$ cat src/rtl/serial_add.sv
// Digit-serial adder/subtractor: captures operands, adds DIGIT bits per clock
// LSB group first, then holds the result with valid/ready handshaking.
module serial_add #(
    parameter int WIDTH = 16,
    parameter int DIGIT = 4
) (
    input  logic             clk,
    input  logic             rst_n,
    input  logic             in_valid,
    output logic             in_ready,
    input  logic [WIDTH-1:0] a,
    input  logic [WIDTH-1:0] b,
    input  logic             ci,
    input  logic             sub,
    output logic             out_valid,
    input  logic             out_ready,
    output logic [WIDTH-1:0] sum,
    output logic             cout,
    output logic             ovf
);

    // state | meaning
    // IDLE  | waiting for an operation, in_ready high
    // RUN   | one DIGIT-wide slice added per clock, N clocks total
    // DONE  | result presented with out_valid, held until out_ready

    localparam int N  = WIDTH / DIGIT;
    localparam int CW = $clog2(N + 1);

    typedef enum logic [1:0] {IDLE, RUN, DONE} state_t;

    state_t           state;
    logic [WIDTH-1:0] a_q;
    logic [WIDTH-1:0] b_q;
    logic             carry;
    logic [CW-1:0]    cnt;
    logic [DIGIT:0]   dfull;
    logic [DIGIT-1:0] dsum;
    logic             msb_cin;

    assign dfull = {1'b0, a_q[DIGIT-1:0]} + {1'b0, b_q[DIGIT-1:0]}
                 + {{DIGIT{1'b0}}, carry};
    assign dsum  = dfull[DIGIT-1:0];
    // carry into the top bit of the current slice, recovered from its sum bit
    assign msb_cin = a_q[DIGIT-1] ^ b_q[DIGIT-1] ^ dsum[DIGIT-1];

    always_ff @(posedge clk or negedge rst_n) begin
        if (!rst_n) begin
            state     <= IDLE;
            in_ready  <= 1'b1;
            out_valid <= 1'b0;
            cnt       <= '0;
            carry     <= 1'b0;
            a_q       <= '0;
            b_q       <= '0;
            sum       <= '0;
            cout      <= 1'b0;
            ovf       <= 1'b0;
        end else begin
            case (state)
                IDLE: begin
                    if (in_valid) begin
                        a_q      <= a;
                        b_q      <= sub ? ~b : b;
                        carry    <= sub ? ~ci : ci;
                        cnt      <= CW'(N);
                        in_ready <= 1'b0;
                        state    <= RUN;
                    end
                end
                RUN: begin
                    a_q   <= a_q >> DIGIT;
                    b_q   <= b_q >> DIGIT;
                    carry <= dfull[DIGIT];
                    // new slice enters at the top; after N shifts it lands in place
                    sum   <= WIDTH'({dsum, sum} >> DIGIT);
                    cnt   <= cnt - CW'(1);
                    if (cnt == CW'(1)) begin
                        cout      <= dfull[DIGIT];
                        ovf       <= msb_cin ^ dfull[DIGIT];
                        out_valid <= 1'b1;
                        state     <= DONE;
                    end
                end
                DONE: begin
                    if (out_ready) begin
                        out_valid <= 1'b0;
                        in_ready  <= 1'b1;
                        state     <= IDLE;
                    end
                end
                default: state <= IDLE;
            endcase
        end
    end

endmodule
$ cat config.mk
export PLATFORM = sky130hd
export DESIGN_NAME = serial_add
export DESIGN_NICKNAME = d
export VERILOG_FILES = /design/src/rtl/serial_add.sv
export SDC_FILE = /design/constraint.sdc
export NUM_CORES = 1
export LEC_CHECK = 0
export CAP_MARGIN = 20
export CORE_AREA = 2 2 76 78
export CTS_CLUSTER_SIZE = 40
export DETAILED_ROUTE_END_ITERATION = 10
export DIE_AREA = 0 0 78 80
export PLACE_DENSITY_LB_ADDON = 0.1
export SYNTH_ARGS = -nofsm -noshare
export SYNTH_HDL_FRONTEND = slang
export SYNTH_SLANG_ARGS = --single-unit
$ cat constraint.sdc
create_clock -name clk -period 5.25 [get_ports clk]
set_clock_uncertainty 0.05 [all_clocks]
set_input_delay 1.575 -clock clk [delete_from_list [all_inputs] [get_ports clk]]
set_output_delay 1.575 -clock clk [all_outputs]
set_load 0.005 [all_outputs]
==> results.yml, run 1 <==
worst_hold_path:
  hold_path.class: "flop to flop"
  hp-start: "sum[2]"
  whs_path_depth: 2
  hold_end: "sum[2]"
critical_path:
  cp_top_family: "buffers and inverters"
  worstPathRequired_ns: 5.39
  r2r_slack_ns: 2.91
  cp_data_arrival_time_ns: 3.47
  worst_path_most_repeated_cell: "a21oi_1"
  timing.rr.end: "cout"
  cp-start-kind: "primary input"
  cp_slowest_cell: "clkdlybuf4s50_1"
  timing_worst_setup_path_type: "primary input to flop"
  crit_fanout: 33
  reg2reg_depth: 4
  critPathBufInv: 1
  reg2reg_from: "state[0]"
  crit_path_cell_trace: "clkdlybuf4s50_1 -> nor2b_4 -> a21oi_1 -> o22ai_1 -> a21oi_1"
  critPathCaptureType: "flop"
  slowest_delay_ns: 0.80
clock_tree:
  htree_levels: 3
  cts_hold_buf: 0
  cts_buffers: 9
  clkLatencyLatePin_ns: 0.33
  root_buffer: "clkbuf_8"
  path_clk_slew_ns: 0.07
  cts_resized: 0
  clock-sinks: 58
  post-cts-setup-buffers: 0
  cts_tree: "yes"
  clockBufferDepth: 2
logic_synthesis:
  synth_cell_types: 29
  ys_async_sr_fraction_pct: 100
  yosys_register_bits: 58
  synth_compound_area_share_pct: 23.6
  synth_nets: 347
  synth_edf_count: 0
  yosysTopAreaCellShare_pct: 48.7
  synthTopCellsByArea: "dfrtp_1, a22oi_1, nand2_1, xnor2_1, o21ai_1"
  synth_seq_area_share_pct: 49.6
  yosys_most_used_dff: "dfrtp_1"
  yosys.area_share.simple_pct: 10.8
  synth.mux.area_fraction_pct: 0
  yosys.area_share.adder_pct: 3.50
  synth_cells: 302
  yosys_warnings: 0
  synth_top_family_by_area: "compound AO/OA/AOI/OAI gates"
  syn_area_sq_um: 2930
  avgSynthCellArea_sq_um: 9.70
  synth-xor-area-share_pct: 5.98
  yosys.area.top_type: "dfrtp_1"
grt:
  antenna_found_initial: 0
  grt_max_degree: 34
  grt_util_all_layers_pct: 21.4
  grt_overflow: 0
  grt_pass1_vias: 2275
  grt_pass1_wl_um: 10400
timing:
  tightest_slew_ns: 0.957
  finalMaxSlewViolations: 0
  max_freq_mhz: 300
  fin_crit_sh_pct: 63.5
  hold_violations: 0
  setup-violations-final: 0
  setup_tns_ns: 0
  min_period_ns: 3.34
  relSlewSlack_pct: 36.2
  rsz0062_at_grt: "false"
layout:
  post-route-util_pct: 67.7
  syn_to_final_growth_pct: 25.0
  drive_gt1_share_pct: 7.65
  diodes: 0
  nNetsFinal: 393
  fillers: 450
power_and_ir_drop:
  ir_drop_v: 0.000267
  cellPowerDensity_nw_per_um2: 598
  leakage_nw: 1.60
detailed_routing:
  initialDrtViolationCount: 150
  routed_via_density: 5.59
  ant_nets: 0
  routed_wl_um: 6060
  routedWlPerCell_um: 14.3
  route.detailed.drc: 0
  dr.pass1.iters: 5
  via_count: 2374
place:
  gp_congestion: 0.781
  port_buffers: 57
  hpwl_um: 3990
job:
  maxCapViolations: 0
floorplan:
  fp-row-count: 27
  die_w_um: 78
  initial_utilization_pct: 54.2
  die_h_um: 80
  ios: 58
  fp.coreArea_sq_um: 5410
  die_area_sq_um: 6240
outcome:
  status: "finished clean"
## kinds of logic (layout without fill, tap and decap cells)
group,after synthesis,in the layout
AO/OA/AOI/OAI,111,111
XOR/XNOR,20,20
adder cells (fa/ha/maj),7,7
buffers and inverters,30,81
flip-flops,58,58
AND/OR/NAND/NOR,76,76
## how the worst max path moves through the flow
stage                  start      end  slack, ns  cells after the start
floorplan                sub  b_q[10]       2.90                      6
global placement    in_valid    carry       1.58                      5
detailed placement  in_valid    carry       1.57                      5
CTS                 in_valid    carry       1.92                      5
global route        in_valid  b_q[11]       1.76                      5
finish              in_valid    carry       1.91                      5
## tightest hold or removal path: cells and delay by family (launching register included)
family	cells	cell delay, ns
AND/OR/NAND/NOR	2	0.10
flip-flops	1	0.34
## placed cells by master, fill, tap and decap left out, types with 2 or more instances in the layout
master	count
bufinv_16	3
fa_1	2
clkbuf_8	9
o21ai_0	13
xnor2_1	15
nor2b_4	2
o21ai_1	26
xor2_1	5
nor2_1	5
nand2_1	66
ha_1	5
clkdlybuf4s50_1	56
dfrtp_1	57
clkinv_2	3
a22oi_1	33
a21oi_1	18
a21o_1	2
a31oi_1	2
o22ai_1	13
a21oi_4	2
inv_1	6
## Yosys cell counts, drive strengths merged, types with 5 or more instances
| cell | instances |
|---|---|
| a21oi | 21 |
| a22oi | 33 |
| buf | 16 |
| clkbuf | 7 |
| dfrtp | 57 |
| ha | 5 |
| inv | 7 |
| nand2 | 67 |
| nor2 | 5 |
| o21ai | 39 |
| o22ai | 13 |
| xnor2 | 15 |
| xor2 | 5 |
## metrics by stage
stage / cell area (sq um) / power (mW) / hold WS (ns) / instances / setup slack (ns)
4_1_cts: 3660 / 2.21 / 0.427 / 425 / 1.92
3_3_place_gp: 3430 / 1.68 / 0.407 / 409 / 1.58
2_1_floorplan: 2930 / 1.44 / 0.400 / 302 / 2.90
3_5_place_dp: 3430 / 1.71 / 0.411 / 409 / 1.57
5_1_grt: 3660 / 2.36 / 0.445 / 425 / 1.76
6_report: 3660 / 2.19 / 0.421 / 425 / 1.91
## sequential cells by signal, summed over array words and instances (netlist names), 2 cells and up
signal  count
state       2
a_q        16
b_q        16
cnt         3
sum        16
## power by group
group | internal, mW | switching (mW)
combinational | 0.425 | 0.429
clock | 0.313 | 0.176
sequential | 0.650 | 0.198
total | 1.39 | 0.802
## routing by layer
| layer | part of all wire (%) | track usage [%] | wire length [um] | up-vias |
|---|---|---|---|---|
| li1 | - | - | - | 1150 |
| met5 | 0 | 0 | 0 | - |
| met4 | 1.1 | 7.54 | 68 | 0 |
| met2 | 46 | 34.7 | 2790 | 66 |
| met3 | 5.2 | 7.24 | 313 | 6 |
| met1 | 48 | 26.8 | 2890 | 1152 |
## cell type report
cell class | instances | area (sq um) | share of cell area, %
clock buffers | 10 | 128 | 3.49
clock inverters | 6 | 105 | 2.87
inverters | 7 | 26.3 | 0.718
multi-input cells | 214 | 1290 | 35.1
flip-flops and latches | 58 | 1450 | 39.7
well taps | 72 | 90.1 | 2.46
repair buffers | 58 | 573 | 15.7
Power figures use the tool's default switching activity.
==> run 2, diff against run 1 <==
Settings changed: CORE_AREA 2 2 76 78 to 2 2 79 81, DIE_AREA 0 0 78 80 to 0 0 81 83.
Clock period 5.25 ns to 3.3 ns, I/O delays scaled along.
==> run 2 against run 1 <==
Count of clock-buffer cells in the layout increased by 4. Register-to-register slack worse by 1.7 ns. Via count grew 0.72%.
==> results.yml, run 2 (synthesis results as in run 1) <==
grt:
  grt_overflow: 0
  grt_util_all_layers_pct: 19.4
  antenna_found_initial: 0
  grt_max_degree: 59
  grt_pass1_wl_um: 10300
  grt_pass1_vias: 2182
floorplan:
  fp-row-count: 28
  ios: 58
  die_h_um: 83
  fp.coreArea_sq_um: 5820
  die_w_um: 81
  initial_utilization_pct: 50.4
  die_area_sq_um: 6720
critical_path:
  slowest_delay_ns: 0.55
  cp-startpoint: "in_ready"
  reg2reg_depth: 6
  crit_path_cell_trace: "clkdlybuf4s50_1"
  critPathBufInv: 1
  reg2reg_from: "a_q[0]"
  worstPathRequired_ns: 2.26
  timing.rr.end: "ovf"
  timing_worst_setup_path_type: "flop to output pin"
  cp_top_family: "flip-flops"
  cp_data_arrival_time_ns: 1.37
  cp_slowest_cell: "dfstp_2"
  path_depth: 1
  timing.critical_path.to: "in_ready"
  cp-start-kind: "flop"
  critPathCaptureType: "output pin"
  crit_fanout: 3
  r2r_slack_ns: 1.23
clock_tree:
  htree_levels: 3
  cts_resized: 0
  clkLatencyLatePin_ns: 0.33
  post-cts-setup-buffers: 0
  path_clk_slew_ns: 0.06
  clock-sinks: 58
  cts_hold_buf: 0
  cts_buffers: 9
  root_buffer: "clkbuf_8"
  cts_tree: "yes"
  clockBufferDepth: 2
detailed_routing:
  route.detailed.drc: 0
  dr.pass1.iters: 5
  routedWlPerCell_um: 14.1
  routed_wl_um: 6130
  ant_nets: 0
  routed_via_density: 5.51
  initialDrtViolationCount: 186
  via_count: 2391
timing:
  fin_crit_sh_pct: 73.0
  tightest_slew_ns: 0.715
  setup_ws_ns: 0.890
  setup_tns_ns: 0
  rsz0062_at_grt: "false"
  hold_slack_ns: 0.419
  min_period_ns: 2.41
  relSlewSlack_pct: 52.3
  hold_violations: 0
  setup-violations-final: 0
  finalMaxSlewViolations: 0
  max_freq_mhz: 415
layout:
  final_cell_mix: "nand2_1, dfrtp_1, clkdlybuf4s50_1, a22oi_1, o21ai_1"
  final_common_cell: "nand2_1"
  fillers: 530
  post-route-util_pct: 62.9
  multi_input_area_sq_um: 1290
  syn_to_final_growth_pct: 24.9
  regArea_sq_um: 1450
  final_cells: 434
  drive_gt1_share_pct: 8.91
  diodes: 0
  design_area_sq_um: 3660
  nNetsFinal: 399
  reg.largest.list: "a_q: 16 flops, b_q: 16 flops, sum: 16 flops"
power_and_ir_drop:
  power.total_mw: 3.34
  cellPowerDensity_nw_per_um2: 912
  ir_drop_v: 0.000459
  leakage_nw: 1.61
place:
  hpwl_um: 4060
  port_buffers: 57
  place_area_sq_um: 3480
  gp_congestion: 0.799
  place_ws_ns: 0.585
  numPlacedInstances: 418
outcome:
  status: "finished clean"
worst_hold_path:
  hold_path.class: "flop to flop"
job:
  maxCapViolations: 0
## run 2: where the power goes
part,internal [mW],switching (mW)
sequential,1.04,0.253
clock,0.332,0.263
combinational,0.698,0.756
## run 2: worst min-delay path by stage
stage          startpoint     end  slack, ns  cells past startpoint
2_1_floorplan      cnt[1]  cnt[1]       0.40                      2
4_1_cts            sum[3]  sum[3]       0.43                      2
3_5_place_dp       sum[3]  sum[3]       0.41                      2
6_report           sum[3]  sum[3]       0.42                      2
3_3_place_gp       sum[2]  sum[2]       0.41                      2
5_1_grt            sum[1]  sum[1]       0.46                      2
## run 2: layout make-up
type                    instances  share of cell area [%]
well taps                      75                    2.56
flip-flops and latches         58                    39.7
clock inverters                 2                   0.274
inverters                       7                   0.718
clock buffers                  14                    4.72
repair buffers                 64                    16.9
multi-input cells             214                    35.1
## run 2: routing by layer
metal,up-vias,GRT usage (%),share of wire [%]
met5,-,0,0
met4,0,7.86,1.1
met3,6,3.80,3.9
met2,55,29.6,48
met1,1173,26.9,47
li1,1157,-,-
